### src/rtl/alu_arbiter.sv
// alu_arbiter: one shared 32-bit ALU serving two valid/ready requesters.
// Operands are registered before the ALU and results after it, so a request
// taken in cycle C is answered from cycle C+2. One op is in flight at a time.
// Arbitration is round-robin (FIXED_PRIO=0) or requester 0 first (FIXED_PRIO=1).
// Optional feature macro: ALU_ARB_OVF_TRAP_EN. When it is defined, an ADD/SUB
// that overflows returns result 0 with rsp_trap=1. Otherwise rsp_trap is 0.
module alu_arbiter #(
  parameter int DATA_WIDTH = 32,
  parameter bit FIXED_PRIO = 1'b0
) (
  input  logic                  clk,
  input  logic                  reset,
  input  logic                  req0_valid,
  output logic                  req0_ready,
  input  logic [DATA_WIDTH-1:0] req0_a,
  input  logic [DATA_WIDTH-1:0] req0_b,
  input  logic [3:0]            req0_op,
  input  logic                  req1_valid,
  output logic                  req1_ready,
  input  logic [DATA_WIDTH-1:0] req1_a,
  input  logic [DATA_WIDTH-1:0] req1_b,
  input  logic [3:0]            req1_op,
  output logic                  rsp_valid,
  input  logic                  rsp_ready,
  output logic                  rsp_id,
  output logic [DATA_WIDTH-1:0] rsp_result,
  output logic                  rsp_overflow,
  output logic                  rsp_carry,
  output logic                  rsp_zero,
  output logic                  rsp_trap
);

  localparam int MSB = DATA_WIDTH - 1;

  localparam logic [3:0] OP_AND  = 4'b0000;
  localparam logic [3:0] OP_OR   = 4'b0001;
  localparam logic [3:0] OP_ADD  = 4'b0010;
  localparam logic [3:0] OP_LUI  = 4'b0011;
  localparam logic [3:0] OP_SLTU = 4'b0100;
  localparam logic [3:0] OP_SLL  = 4'b0101;
  localparam logic [3:0] OP_SUB  = 4'b0110;
  localparam logic [3:0] OP_SLT  = 4'b0111;
  localparam logic [3:0] OP_NOR  = 4'b1001;
  localparam logic [3:0] OP_XOR  = 4'b1010;
  localparam logic [3:0] OP_SRA  = 4'b1011;
  localparam logic [3:0] OP_SRL  = 4'b1100;

  typedef enum logic [1:0] {
    IDLE = 2'd0,
    EXEC = 2'd1,
    RESP = 2'd2
  } state_t;

  state_t state, state_next;

  logic                  last_grant;
  logic                  grant_id;
  logic                  accept;

  logic [DATA_WIDTH-1:0] a_p0;
  logic [DATA_WIDTH-1:0] b_p0;
  logic [3:0]            op_p0;
  logic                  id_p0;

  logic [DATA_WIDTH+1:0] alu_out;
  logic [DATA_WIDTH-1:0] alu_res;
  logic                  alu_ovf;
  logic                  alu_carry;
  logic [DATA_WIDTH-1:0] res_final;
  logic                  trap_final;

  // Combinational ALU: returns {overflow, carry, result}. Shift amount is a[4:0]
  // and the shifted value is b. Unknown opcodes give zero with flags clear.
  function automatic logic [DATA_WIDTH+1:0] alu_eval(
    input logic [3:0]            op,
    input logic [DATA_WIDTH-1:0] a,
    input logic [DATA_WIDTH-1:0] b
  );
    logic signed [DATA_WIDTH-1:0] sa;
    logic signed [DATA_WIDTH-1:0] sb;
    logic [DATA_WIDTH:0]          wide;
    logic [DATA_WIDTH-1:0]        res;
    logic                         ovf;
    logic                         carry;
    logic [4:0]                   sh;
    sa    = a;
    sb    = b;
    sh    = a[4:0];
    wide  = '0;
    res   = '0;
    ovf   = 1'b0;
    carry = 1'b0;
    case (op)
      OP_AND:  res = a & b;
      OP_OR:   res = a | b;
      OP_ADD: begin
        wide  = {1'b0, a} + {1'b0, b};
        res   = wide[DATA_WIDTH-1:0];
        carry = wide[DATA_WIDTH];
        ovf   = (a[MSB] == b[MSB]) && (res[MSB] != a[MSB]);
      end
      OP_LUI:  res = b << 16;
      OP_SLTU: res = {{(DATA_WIDTH-1){1'b0}}, (a < b)};
      OP_SLL:  res = b << sh;
      OP_SUB: begin
        // The extra top bit of the widened difference is the borrow (a < b).
        wide  = {1'b0, a} - {1'b0, b};
        res   = wide[DATA_WIDTH-1:0];
        carry = wide[DATA_WIDTH];
        ovf   = (a[MSB] != b[MSB]) && (res[MSB] != a[MSB]);
      end
      OP_SLT:  res = {{(DATA_WIDTH-1){1'b0}}, (sa < sb)};
      OP_NOR:  res = ~(a | b);
      OP_XOR:  res = a ^ b;
      OP_SRA:  res = sb >>> sh;
      OP_SRL:  res = b >> sh;
      default: res = '0;
    endcase
    return {ovf, carry, res};
  endfunction

  // State register; reset drops any in-flight op.
  always_ff @(posedge clk or posedge reset) begin
    if (reset) state <= IDLE;
    else       state <= state_next;
  end

  // Next state, grant selection and ready generation.
  always_comb begin
    state_next = state;
    accept     = 1'b0;
    if (FIXED_PRIO) grant_id = ~req0_valid;
    else if (req0_valid && req1_valid) grant_id = ~last_grant;
    else grant_id = req1_valid;
    case (state)
      IDLE: begin
        if (req0_valid || req1_valid) begin
          accept     = 1'b1;
          state_next = EXEC;
        end
      end
      EXEC: state_next = RESP;
      RESP: begin
        if (rsp_ready) begin
          if (req0_valid || req1_valid) begin
            accept     = 1'b1;
            state_next = EXEC;
          end else begin
            state_next = IDLE;
          end
        end
      end
      default: state_next = IDLE;
    endcase
    if (reset) accept = 1'b0;
    req0_ready = accept & ~grant_id;
    req1_ready = accept & grant_id;
  end

  // Remember the last winner so the other requester wins the next tie.
  always_ff @(posedge clk or posedge reset) begin
    if (reset)       last_grant <= 1'b1;
    else if (accept) last_grant <= grant_id;
  end

  // ---- stage p0: operand register fed from the granted requester ----
  // Operand capture on acceptance.
  always_ff @(posedge clk) begin
    if (accept) begin
      a_p0  <= grant_id ? req1_a  : req0_a;
      b_p0  <= grant_id ? req1_b  : req0_b;
      op_p0 <= grant_id ? req1_op : req0_op;
      id_p0 <= grant_id;
    end
  end

  // ALU evaluation and overflow-trap substitution.
  always_comb begin
    alu_out   = alu_eval(op_p0, a_p0, b_p0);
    alu_res   = alu_out[DATA_WIDTH-1:0];
    alu_carry = alu_out[DATA_WIDTH];
    alu_ovf   = alu_out[DATA_WIDTH+1];
`ifdef ALU_ARB_OVF_TRAP_EN
    trap_final = alu_ovf;
    res_final  = alu_ovf ? '0 : alu_res;
`else
    trap_final = 1'b0;
    res_final  = alu_res;
`endif
  end

  // ---- stage p1: response register, loaded in EXEC and held through RESP ----
  // Response capture; outputs stay put until the consumer takes them.
  always_ff @(posedge clk or posedge reset) begin
    if (reset) begin
      rsp_id       <= 1'b0;
      rsp_result   <= '0;
      rsp_overflow <= 1'b0;
      rsp_carry    <= 1'b0;
      rsp_zero     <= 1'b0;
      rsp_trap     <= 1'b0;
    end else if (state == EXEC) begin
      rsp_id       <= id_p0;
      rsp_result   <= res_final;
      rsp_overflow <= alu_ovf;
      rsp_carry    <= alu_carry;
      rsp_zero     <= (res_final == '0);
      rsp_trap     <= trap_final;
    end
  end

  assign rsp_valid = (state == RESP);

endmodule

### config.mk
export PLATFORM = sky130hd
export DESIGN_NAME = alu_arbiter
export DESIGN_NICKNAME = d
export VERILOG_FILES = /design/src/rtl/alu_arbiter.sv
export SDC_FILE = /design/constraint.sdc
export NUM_CORES = 1
export LEC_CHECK = 0
export BUFFER_PORTS_ARGS = -buffer_cell sky130_fd_sc_hd__buf_2
export CORE_MARGIN = 2
export CORE_UTILIZATION = 30
export DETAILED_ROUTE_END_ITERATION = 10
export GPL_TIMING_DRIVEN = 0
export PLACE_DENSITY_LB_ADDON = 0.1
export SYNTH_ARGS = -nofsm -noshare
export SYNTH_HDL_FRONTEND = slang
export SYNTH_SLANG_ARGS = --single-unit
### constraint.sdc
create_clock -name clk -period 7.7 [get_ports clk]
set_clock_uncertainty 0.1 [all_clocks]
set_input_delay 0.385 -clock clk [delete_from_list [all_inputs] [get_ports clk]]
set_output_delay 0.385 -clock clk [all_outputs]
set_load 0.02 [all_outputs]
* Yosys cells after proc, flatten, opt, wreduce, memory -nomap -nowiden
Cells that the tools add are included.
Storage, ports and cells: register bits after elaboration 108, word-level logic and storage cells 68, output and inout bits 40, input port bits 141
Cells by class: eq/ne operators 19, add/subtract/negate cells 2, bitwise operators 8, mux-type cells 15, reductions and logical operators 8, shifts and indexed selects 3, order comparisons 2
Operators by type and width (number):
- 32-bit case mux with 12 select lines | 1
- 32-bit < comparator | 2
- 32-bit two-way mux | 2
- 32-bit by 32-bit adder with 33-bit output | 1
- 32-bit by 32-bit subtractor with 33-bit output | 1
- 32-bit AND | 1
- 32-bit logical NOT | 1
- 32-bit NOT | 1
- 32-bit bitwise OR | 1
- 32-bit by 5-bit << shifter with 32-bit output | 1
- 32-bit by 5-bit >> shifter with 32-bit output | 1
- 32-bit by 5-bit >>> shifter with 32-bit output | 1
- 32-bit bitwise XOR | 1
- 4-bit by 3-bit == test with 1-bit output, second input constant | 4
- 4-bit == test, second input constant | 4
- 4-bit by 2-bit == test with 1-bit output, second input constant | 2
- 1-bit case mux with 2 select lines | 3
- 2-bit case mux with 3 select lines | 1
- 1-bit two-way mux | 5
- 4-bit by 1-bit == test with 1-bit output, second input constant | 1
- 4-bit logical NOT | 1
- 2-bit two-way mux | 2
- 4-bit two-way mux | 1
- 1-bit logical AND | 3
- 11 further kinds | 15

* Logic depth before layout (Yosys ltp)
Gate-level depths: netlist of the first run.
word-level depth 6, gate-level depth with buffers 18, depth with buffers taken out 14

* Worst setup path before layout of the first run
OpenSTA, ideal clock, no wires.
path kind input to output, from in reset, to out req1_ready, path buffers 0, stages 2, required time 7.215 ns, arrival time 8.090 ns, setup slack -0.875 ns, cells stage by stage nor4_1 > and2_1
Between the ends: longest elaborated chain between the ends 2
Ends and longest elaborated chain:
- start, declared | RTL line 12 | input logic reset,
- 1-bit two-way mux | RTL line 155 | if (reset) accept = 1'b0;
- 1-bit AND | RTL line 157 | req1_ready = accept & grant_id;
- end, declared | RTL line 19 | output logic req1_ready,
No other way between the ends.

* Worst setup path after layout of the first run
from reg a_p0[3], to reg rsp_zero
Between the ends: longest elaborated chain between the ends 4, elaborated cells on any way between the ends 13, those cells by class add/sub (2); order compare (2); shift (3); mux (1); bitwise (4); reduce/logical (1)
Ends and longest elaborated chain:
- start, declared | RTL line 60 | logic [DATA_WIDTH-1:0] a_p0;
- start signal, assigned | RTL line 170 | a_p0 <= grant_id ? req1_a : req0_a;
- branches (longest 2 deep; another with 32-bit by 32-bit subtractor with 33-bit output)
- 32-bit case mux with 12 select lines (*) | RTL line 93 | case (op)
- 32-bit logical NOT (*) | RTL line 207 | rsp_zero <= (res_final == '0);
- end signal, assigned | RTL line 207
- end, declared | RTL line 29 | output logic rsp_zero,
Mark *: on every way between the ends. A chain may end at the register's enable or synchronous reset.

==> results.txt, run 1 <==
Fill cells in the final layout number 5565. On the worst path, the slowest cell contributes a delay of 720 ps. The tools report the maximum clock path buffer count as 2. For the worst setup path, the data required time is 7940 ps.

The maximum clock rate was 134 MHz. The async set-or-reset flop fraction in the synthesized netlist is 0.361, and the worst slew margin relative to its limit is 0.121. In this run the vertical extent of the chip is 232 um. The total non-filler cell area in the finished layout was 0.0178 mm^2. The clock-pin slew on the worst setup and hold paths works out to 80 ps.

The number of vias per cell came out at 6.46. Across all layers, the routed design uses 17700 vias. For the part of the power in the clock network, the log shows 0.116.

The tools report the number of global-route vias before repair as 16900. Along the worst path, the maximum fanout reaches 10. At the end of routability-driven placement, the weighted congestion stood at 1.04. The first-pass iteration count of the detailed router is 8, and the share of total power in sequential cells is 0.213. IR analysis of the VDD net gives a maximum drop of 0.000127 V. The commonest non-fill, non-tap cell in the layout is buf_2. Setup repair after global routing left no endpoint under its margin. For the number of antenna violations at the first check in global routing, the log shows 8. The flow ran to the end, and the final reports show no timing, DRC or antenna violations.

Counting flops with a built-in enable in the synthesized netlist gives 69. The area growth from synthesis to layout is 14.1%. In the synthesized netlist the dominant register cell turns out to be edfxtp_1. Among all stages on the critical path, the largest delay is contributed by a2111oi_1. The leakage power came out at 7.10 nW. STA classifies the critical path endpoint as a flip-flop. The overall power consumption came out at 0.00454 W. After synthesis, the mean cell area works out to 8.44 um^2. The number of post-CTS setup repair buffers is 0, and the internal power consumption is 0.00205 W. The cts-stage hold buffer count came out at 0. The net count after synthesis was 2090. The worst reg2reg path endpoint was rsp_zero.

TritonCTS built the clock tree. The post-synthesis sequential area ratio came out at 0.196. In this run, the number of DRC markers left after iteration 0 of detailed routing was 2306. The number of nets in the finished design came out at 2288. Startpoint kind of the worst setup timing path: a flip-flop. The first global-routing pass estimated 134000 um of wire.

The top cell types in the final layout, fill and taps aside, are buf_2 (207), nand2_1 (182), nor2_1 (128). The fraction of power spent switching nets came out at 0.548. Setup violations remaining at the end of the flow were counted as 0. The run gives 0 as the max-slew violation count.

The tools report the global routing usage summed across all routing layers as 0.356. The synthesized design contains 108 register bits. The final period utilization was 0.967. The final wirelength is 97300 um. Pin count of the biggest net entering global routing: 40.

The logs give 0.304 for the initial core utilization and 7680 ps for the arrival time reported for the critical path endpoint. The placed instances occupy a cell area of 0.0174 mm^2. The run gives 0 as the global route total overflow. Counting every instance in the synthesized netlist gives 1846. The clock latency at the later pin of the worst-skew pair came out at 410 ps.

Cell type with the largest total area after synthesis: edfxtp_1. The detail-routed net length per standard cell was 35.6 um. The fraction of post-synthesis cell area in the top cell type by area was 0.133; the sum of negative setup slack was 0 ps. The tool flagged a number of max-cap violations equal to 0. The critical path is of the flip-flop to flip-flop type. The ratio of cells with drive above 1 in the final layout came out at 0.217.

The clock net in this run drives a total of 108 sinks. The logs give 0.0156 mm^2 for the netlist area before placement and 0.00249 W for the power dissipated by switching net loads. The die is 232 um wide. The floorplan has 83 rows. The count of H-tree levels built during CTS came out at 3.

The warning count from the yosys run was 0. In this run the worst hold path is classified as input pin to async pin. The cell depth of the worst flop-to-flop path was 18; the post-cts repair resize count was 0.

For this design the ratio of total power to cell area is 255 mW/mm^2. The full die area was 0.0538 mm^2. The startpoint of the most critical register-to-register path is a_p0[3]. The post-layout minimum cycle time came out at 7450 ps. The transition time at the pin with the least slew margin is 1310 ps, and the number of primary I/O pins is 181. Synthesis instantiated 104 different standard cells from the library.

The count of buffers added on input and output ports is 179. The core area is 0.0513 mm^2, and the count of final hold-check violations is 0. In the routed design, unresolved DRC markers number 0.

Traced cell by cell, the critical path runs through buf_2 > clkinv_1 > clkbuf_1 > buf_1 > clkbuf_1 > ha_1 > buf_2 > nor2_1 > a2111oi_1 > o21ai_0 > o21ai_0 > a211oi_1 > a31o_2 > nor3_1 > nand2_1 > nor4_1 > nand4_1 > o21ai_1. After legalization and detailed placement, the total HPWL measured 78200 um. The tools report the cell chosen for the clock root as clkbuf_16.

The logs give 0.671 for the combinational group share of total power and 9 for the number of CTS-inserted buffers. For the number of nets with antenna violations after detailed routing, the log shows 0. The minimum setup slack among reg-to-reg paths is 250 ps. By area the synthesized netlist is led by edfxtp_1 (13%), mux4_2 (8.2%), ha_1 (8.1%).
[flip-flops by register name, summed over array words and instances (netlist names)]
register      cells
last_grant        1
rsp_zero          1
rsp_id            1
op_p0             4
rsp_result       32
rsp_overflow      1
b_p0             32
id_p0             1
state             2
rsp_carry         1
a_p0             32
[Yosys cell counts, types with 27 or more instances]
library cell	instances
nand2_1	182
nor2_1	128
clkbuf_1	108
o21ai_0	107
ha_1	101
a21oi_1	97
mux2_2	97
inv_1	95
edfxtp_1	69
mux2i_1	60
mux4_2	57
nand3_1	44
nor3_1	39
dfrtp_1	38
o211ai_1	32
xnor2_1	31
a22oi_1	29
buf_2	27
[kinds of logic after synthesis]
logic type               after synthesis  synth area share
AND/OR/NAND/NOR                      553             0.173
AO/OA/AOI/OAI                        558             0.251
multiplexers                         221             0.201
other                                  1          0.000241
adder cells (fa/ha/maj)              103            0.0837
buffers and inverters                263            0.0737
XOR/XNOR                              39            0.0219
flip-flops                           108             0.196
[per-stage QoR]
stage	hold WS, ps	utilization	setup WS, ps	std cells
final	68.6	0.347	253	2733
after floorplan	315	-	2270	1846
after global routing	94.6	0.346	143	2729
after CTS	70.5	0.346	77.4	2729
after global placement	358	0.338	-530	2705
after detailed placement	359	0.340	98.4	2713
[cell type report]
type,count,area [um^2],share of cell area
diodes,4,10.0,0.000563
plain buffers,163,774,0.0436
clock buffers,11,275,0.0155
clock inverters,5,43.8,0.00246
inverters,100,375,0.0211
multi-input cells,1475,11400,0.642
flip-flops and latches,108,3050,0.171
well taps,680,851,0.0479
repair buffers,187,980,0.0551
[power by group through the flow]
stage          Combinational [W]  Sequential [W]  Clock (W)
2_1_floorplan            0.00170        0.000999          0
3_3_place_gp             0.00292        0.000987          0
3_5_place_dp             0.00292        0.000976          0
4_1_cts                  0.00293        0.000965   0.000549
5_1_grt                  0.00317        0.000980   0.000561
6_report                 0.00305        0.000968   0.000526
[critical path: cells and delay by family, from the launching register on]
family	cells	cell delay (ps)
buffers and inverters	6	2890
AO/OA/AOI/OAI	6	2470
AND/OR/NAND/NOR	5	1080
flip-flops	1	550
adder cells (fa/ha/maj)	1	240
[layer usage]
metal,vias up,track usage,part of all wire
li1,7405,-,-
met1,8753,0.475,0.41
met2,1248,0.529,0.42
met3,243,0.0874,0.10
met4,6,0.188,0.061
met5,-,0,0.00037
[how the worst max path moves through the flow]
stage               startpoint          to  slack [ps]  cells after the start
CTS                    a_p0[0]    rsp_zero          80                     18
detailed placement     a_p0[0]    rsp_zero         100                     18
global placement    req1_valid  req1_ready        -530                      5
floorplan                reset  req0_ready        2270                      2
finish                 a_p0[3]    rsp_zero         250                     18
global route           a_p0[3]    rsp_zero         140                     18
No activity file was read; power rests on OpenSTA's default activity.
==> run 2, diff against run 1 <==
--- a/config.mk
+++ b/config.mk
@@ -11,6 +11,7 @@
 export DETAILED_ROUTE_END_ITERATION = 10
 export GPL_TIMING_DRIVEN = 0
 export PLACE_DENSITY_LB_ADDON = 0.1
+export REMOVE_ABC_BUFFERS = 1
 export SYNTH_ARGS = -nofsm -noshare
 export SYNTH_HDL_FRONTEND = slang
 export SYNTH_SLANG_ARGS = --single-unit
==> constraint.sdc (replaced) <==
create_clock -name clk -period 6.4 [get_ports clk]
set_clock_uncertainty 0.1 [all_clocks]
set_input_delay 0.32 -clock clk [delete_from_list [all_inputs] [get_ports clk]]
set_output_delay 0.32 -clock clk [all_outputs]
set_load 0.02 [all_outputs]
==> run 2 against run 1 <==
Effect of this change:
- clock power rose by 16%
- global-route usage shrank 7.1 points
- routed wire length shrank 21%
- first-iteration DRC count shrank 25%
- worst hold slack got worse by 47 ps
- flip-flop and latch count unchanged
- final cell count fell by 4.5%
- power is 13% higher
- worst setup slack about the same
- clock-buffer cell count fell by 1
- register-to-register slack barely moved
- largest cell class unchanged
- highest routed layer is now met4
==> results.txt, run 2 (synthesis results as in run 1) <==
The flow ran to the end, and the final reports show no timing, DRC or antenna violations. The count of clock tree sinks came out at 108 (unchanged). The clock latency at the later pin of the worst-skew pair is 410 ps (about the same), and the routability-driven placement congestion ratio is 0.987 (-5.5%).

Routed signal wires occupy layers up through met4. The top cell types in the final layout, fill and taps aside, are nand2_1 (182), buf_2 (179), nor2_1 (128). The global routing usage summed across all routing layers is 0.285 (-0.0714), and the vertical die dimension is 232 um (unchanged). The pin count of the biggest net entering global routing is 47 (+18%). The core area is 0.0513 mm^2 (unchanged), and the initial core utilization is 0.304 (unchanged). The number of primary I/O pins was 181 (unchanged); the count of H-tree levels built during CTS was 3 (unchanged). The cell chosen for the clock root is clkbuf_16. The transition time at the pin with the least slew margin works out to 1450 ps (+134 ps). The logs give 163 MHz (+21%) for the maximum clock rate and 6640 ps (-1300 ps) for the data required time at the worst endpoint. The sum of negative setup slack was 0 ps (unchanged).

The global route total overflow is 0 (unchanged). The tools report the arrival time reported for the critical path endpoint as 6390 ps (-1290 ps). Leaving out fill and tap cells, the most frequent cell in the layout is nand2_1.

TritonCTS built the clock tree. The total setup violations reported at the end of the flow was 0 (unchanged). The tools report the final wirelength as 77200 um (-21%). The HPWL after detailed placement was 60400 um (-23%); the max-slew violation count was 0 (unchanged).

The tools report the count of routing violations after the opening detailed-route iteration as 1718 (-25%). The kind of end point of the critical path was a flip-flop. The logs give 83 (unchanged) for the placement row count and 9 (unchanged) for the number of CTS-inserted buffers. The number of vias per cell works out to 6.17 (-4.5%).

The ratio of cells with drive above 1 in the final layout was 0.234 (+0.0170); the met3 wire length was 4690 um (-54%). The length of routed met2 wiring was 35100 um (-14%); the post-layout minimum cycle time was 6150 ps (-1300 ps). For the number of DRC violations after detailed routing, the log shows 0 (unchanged). The worst setup path is of the flip-flop to flip-flop kind. The logs give 0 (unchanged) for the count of final hold-check violations and 7.16 nW (+0.86%) for the leakage power. The overall power consumption came out at 0.00515 W (+13%). The detail-routed net length per standard cell was 29.6 um (-17%). Cell depth of the worst flop-to-flop path: 13 (-5). The ratio of total power to cell area is 288 mW/mm^2 (+13%). The run gives 5 (-3) as the first-pass iteration count of the detailed router.

The worst slew margin relative to its limit is 0.0258 (-0.0953). The maximum fanout along the worst path came out at 24 (+14). The tools report the wire length of the first global-routing pass as 111000 um (-17%).

The number of max-cap violations was 0 (unchanged); the worst IR drop on VDD was 0.000147 V (+15%). The width of the die works out to 232 um (unchanged). The clock-pin slew on the worst setup and hold paths was 80 ps (about the same); the routed metal-1 wire length was 34800 um (-13%).

The largest registers in the layout are a_p0 (32), b_p0 (32), rsp_result (32). The number of nets in the finished design is 2169 (-5.2%), and the full die area is 0.0538 mm^2 (unchanged). The final period utilization is 0.960 (-0.00668). The signed area change from the synthesized netlist to the final layout is 14.5%, and the number of antenna violations at the first check in global routing is 1 (-7). The worst hold path was traced through 2 stages. In this run the worst hold path is classified as input pin to flip-flop. The number of buffers added on ports was 179 (unchanged). The startpoint kind of the worst setup timing path was a flip-flop. Number of nets with antenna violations after detailed routing: 0 (unchanged). Setup repair after global routing left no endpoint under its margin.

The logs give 2 (unchanged) for the maximum clock path buffer count and 16100 (-8.8%) for the count of vias placed by the detailed router. The diode insertion count for antenna repair is 0 (-4), and the number of global-route vias before repair is 15300 (-9.2%).
==> run 2: changes by cell type in the layout (fill, tap and decap cells not counted), moves of 3 or more <==
cell and change:
clkinv_1 -3, buf_6 -6, buf_1 -9, diode_2 -4
buf_8 +6, clkbuf_1 -107, buf_16 +20, clkbuf_8 -4
clkinv_2 +4, buf_4 +8, buf_12 +3, buf_2 -28
==> run 2: path summary, 6_finish.rpt <==
check	end	slack (ps)	start
setup / recovery	rsp_zero	250	a_p0[4]
hold / removal	state[1]	20	rsp_ready
setup reg to reg	rsp_zero	250	a_p0[4]
hold reg to reg	rsp_id	350	id_p0
max in group asynchronous	rsp_result[1]	5500	reset
min in group asynchronous	rsp_result[30]	260	reset
==> run 2: power by group <==
part | switching, W | total (W) | internal (W)
sequential | 0.000292 | 0.00124 | 0.000952
clock | 0.000315 | 0.000610 | 0.000295
combinational | 0.00204 | 0.00329 | 0.00125
==> run 2: area by class of cell <==
| cell class | instances | area, um^2 |
|---|---|---|
| Sequential cell | 108 | 3050 |
| Timing Repair Buffer | 231 | 1810 |
| Clock inverter | 6 | 51.3 |
| Tap cell | 680 | 851 |
| Inverter | 100 | 384 |
| Multi-Input combinational cell | 1475 | 11500 |
| Clock buffer | 10 | 250 |
| Fill cell | 5449 | 33500 |
==> run 2: stage by stage <==
step	utilization	hold WS (ps)	setup slack, ps	cells	area (um^2)
floorplan	-	315	-2060	1683	14800
global placement	0.323	324	-7380	2542	16600
detailed placement	0.341	145	-625	2591	17500
CTS	0.348	3.95	177	2609	17800
global route	0.348	18.2	44.1	2610	17800
finish	0.348	22.1	253	2610	17800
==> run 2: worst max-delay path: stages, from the launching register on <==
cell      delay [ps]
edfxtp_1         960
clkinv_2         650
ha_1             730
nor2b_1          200
or4_1            440
o221a_2          330
o41ai_4          510
a21oi_1          270
o31ai_1          480
o22ai_1          150
o21ai_1          270
and4_1           220
or4b_2           590
o21ai_1          130
==> run 2: routing by layer <==
metal | vias up | GRT usage
li1 | 7171 | -
met1 | 8153 | 0.400
met2 | 684 | 0.449
met3 | 90 | 0.0346
met4 | 0 | 0.0980
met5 | - | 0
==> run 2: repair_timing <==
| action | in CTS | in global routing |
|---|---|---|
| gates resized for setup | 5 | 1 |
| buffers inserted | 1 | 1 |
| endpoints found under the setup margin | 6 | 2 |
| hold endpoints to repair | 39 | 0 |
| hold buffers | 1 | 0 |
==> run 3, diff against run 2 <==
--- a/config.mk
+++ b/config.mk
@@ -6,10 +6,10 @@
 export NUM_CORES = 1
 export LEC_CHECK = 0
 export BUFFER_PORTS_ARGS = -buffer_cell sky130_fd_sc_hd__buf_2
+export CORE_ASPECT_RATIO = 1.75
 export CORE_MARGIN = 2
 export CORE_UTILIZATION = 30
 export DETAILED_ROUTE_END_ITERATION = 10
-export GPL_TIMING_DRIVEN = 0
 export PLACE_DENSITY_LB_ADDON = 0.1
 export REMOVE_ABC_BUFFERS = 1
 export SYNTH_ARGS = -nofsm -noshare
==> run 3 against run 2 <==
Effect of this change:
- final cell count increased by 0.57%
- combinational power increased by 2%
- sequential power decreased by 8%
- critical path depth increased by 2
- largest power group unchanged
- routed wire length increased by 8.4%
- register-to-register slack improved by 840 ps
==> results.txt, run 3 (synthesis results as in run 1) <==
The ratio of total power to cell area was 293 mW/mm^2 (+1.5%). The run finished with clean final reports. The tools report the count of routing violations after the opening detailed-route iteration as 1600 (-6.9%). Clock-pin slew on the worst setup and hold paths: 80 ps (about the same). The initial core utilization is 0.304 (about the same), and the number of DRC violations after detailed routing is 0 (unchanged).

The minimum setup slack among reg-to-reg paths is 1100 ps (+840 ps). The cell chosen for the clock root was clkbuf_16. The post-layout minimum cycle time is 5300 ps (-844 ps).

Diode insertion count for antenna repair: 0 (unchanged). Number of primary I/O pins: 181 (unchanged). The share of the core filled with cells in the final layout is 0.340 (-0.00777), and the vertical die dimension is 306 um (+32%). Relative to the synthesized area, the layout overhead comes to 12.0%.

For the worst slew margin relative to its limit, the log shows 0.280 (+0.254). The critical path's slowest cell was a211oi_1. The library cell used most frequently in the layout, excluding fill and tap cells, is nand2_1. The logs give 400 ps (about the same) for the clock latency at the later pin of the worst-skew pair and 2 (unchanged) for the maximum clock path buffer count.

The data required time at the worst endpoint was 6620 ps (-20 ps); the first-pass iteration count of the detailed router was 6 (+1). The logs give 73 (+55%) for the pin count of the biggest net entering global routing and 189 MHz (+16%) for the maximum clock rate. The maximum fanout along the worst path was 39 (+63%). For the count of vias placed by the detailed router, the log shows 16400 (+1.6%). The transition time at the pin with the least slew margin is 1080 ps (-367 ps). The max-slew violation count was 0 (unchanged); the cell depth of the worst flop-to-flop path was 15 (+2). The wire length of the first global-routing pass is 119000 um (+7.0%), and the number of CTS-inserted buffers is 9 (unchanged). The logs give 16500 (+7.7%) for the number of global-route vias before repair and 0.0539 mm^2 (+0.13%) for the full die area. The final wirelength came out at 83700 um (+8.4%).

Setup repair after global routing left no endpoint under its margin. In this run the worst setup path begins at a_p0[2]. The routability-driven placement congestion ratio was 1.03 (+4.2%); the detail-routed net length per standard cell was 31.9 um (+7.8%). The biggest cell delay along the critical path came out at 690 ps (-270 ps).

The logs give 7.05 nW (-1.6%) for the leakage power and 3 (unchanged) for the count of H-tree levels built during CTS. The number of nets with antenna violations after detailed routing came out at 0 (unchanged). In this run the critical register-to-register path is captured at rsp_zero.

Number of nets in the finished design: 2192 (+1.1%). The tools report the startpoint of the most critical register-to-register path as a_p0[2]. The core area came out at 0.0513 mm^2 (about the same). The kind of path behind the tightest hold check is input pin to async pin.

The tools report the placement row count as 110 (+33%). The signal on the critical path passes through buf_4 > clkinv_1 > ha_1 > nand2b_1 > a211oi_1 > o21ai_0 > nor3b_1 > or3_2 > or4_4 > nor4b_2 > nand4_1 > nor4_1 > buf_4 > nand4_1 > o21ai_1. The number of antenna violations at the first check in global routing was 1 (unchanged); the worst hold slack across all endpoints was 34.8 ps (+12.6 ps). In the final layout, the registers with the most flip-flops are a_p0 (32), b_p0 (32), rsp_result (32). The overall power consumption was 0.00511 W (-0.69%). The total setup violations reported at the end of the flow is 0 (unchanged), and the global routing usage summed across all routing layers is 0.307 (+0.0222). The HPWL after detailed placement came out at 65600 um (+8.5%). The category of the critical setup timing path was flip-flop to flip-flop.

The worst slack after detailed placement came out at 1260 ps (+1880 ps). The ratio of cells with drive above 1 in the final layout came out at 0.238 (+0.00390). The logs give 0 (unchanged) for the number of max-cap violations and 1100 ps (+844 ps) for the post-layout worst setup margin.

For the number of post-CTS setup repair buffers, the log shows 0 (-1). TritonCTS built the clock tree. The final period utilization is 0.829 (-0.132), and the number of buffers added on ports is 179 (unchanged). The tools report the count of clock tree sinks as 108 (unchanged). The startpoint kind of the worst setup timing path was a flip-flop.

STA classifies the critical path endpoint as a flip-flop. The global route total overflow is 0 (unchanged). The number of vias per cell works out to 6.23 (+1.0%). For the worst IR drop on VDD, the log shows 0.000136 V (-7.3%). The count of final hold-check violations was 0 (unchanged); the width of the die was 176 um (-24%). The library cells used most frequently in the layout, excluding fill and tap cells, are nand2_1 (182), buf_2 (179), nor2_1 (128). For the arrival time reported for the critical path endpoint, the log shows 5530 ps (-860 ps).
## run 3: cell count changes in the layout (fill, tap and decap cells not counted), moves of 2 or more
cell	before	now
buf_12	4	2
buf_4	17	72
clkinv_2	4	0
a2111oi_2	2	0
clkbuf_1	0	2
buf_16	20	0
clkinv_1	1	4
inv_8	2	0
buf_6	2	0
buf_8	8	0
## run 3: per-layer routing
| layer | vias to the layer above | global-route usage | wire [um] |
|---|---|---|---|
| li1 | 7197 | - | - |
| met1 | 8126 | 0.347 | 31100 |
| met2 | 807 | 0.527 | 41200 |
| met3 | 229 | 0.0379 | 4470 |
| met4 | 0 | 0.223 | 7000 |
| met5 | - | 0 | 0 |
## run 3: cell type report
class	count	area, um^2
fill	5412	33900
multi-input combinational	1475	11400
sequential	108	3050
timing repair buffer	254	1490
tap	672	841
inverter	100	375
clock buffer	12	246
clock inverter	4	33.8
## run 3: power by group
part | switching, W | internal, W | leakage (nW)
Combinational | 0.00219 | 0.00118 | 5.78
Sequential | 0.000190 | 0.000952 | 1.13
Clock | 0.000315 | 0.000280 | 0.134
Total | 0.00270 | 0.00241 | 7.05
## run 3: worst max-delay path: cells and delay by family (launching register included)
family,cells,cell delay (ps)
AND/OR/NAND/NOR,8,2360
AO/OA/AOI/OAI,3,1030
buffers and inverters,3,820
adder cells (fa/ha/maj),1,530
flip-flops,1,360
## run 3: per-stage QoR
| step | cells | cell area, um^2 | setup TNS, ps |
|---|---|---|---|
| 3_5_place_dp | 2608 | 17200 | 0 |
| 4_1_cts | 2625 | 17500 | 0 |
| 2_1_floorplan | 1683 | 14800 | -132810 |
| 6_report | 2625 | 17500 | 0 |
| 5_1_grt | 2625 | 17500 | 0 |
| 3_3_place_gp | 2608 | 17200 | 0 |
## run 3: worst max path at each step
| stage | cells past startpoint | slack [ps] | end |
|---|---|---|---|
| after floorplan | 2 | -2060 | last_grant |
| after global placement | 15 | 1320 | rsp_zero |
| after detailed placement | 15 | 1260 | rsp_zero |
| after CTS | 15 | 1230 | rsp_zero |
| after global routing | 13 | 860 | rsp_zero |
| final | 15 | 1100 | rsp_zero |
## run 3: repair_timing
action	CTS	global route
hold buffers	1	0
gates resized for setup	0	0
hold endpoints to repair	1	0
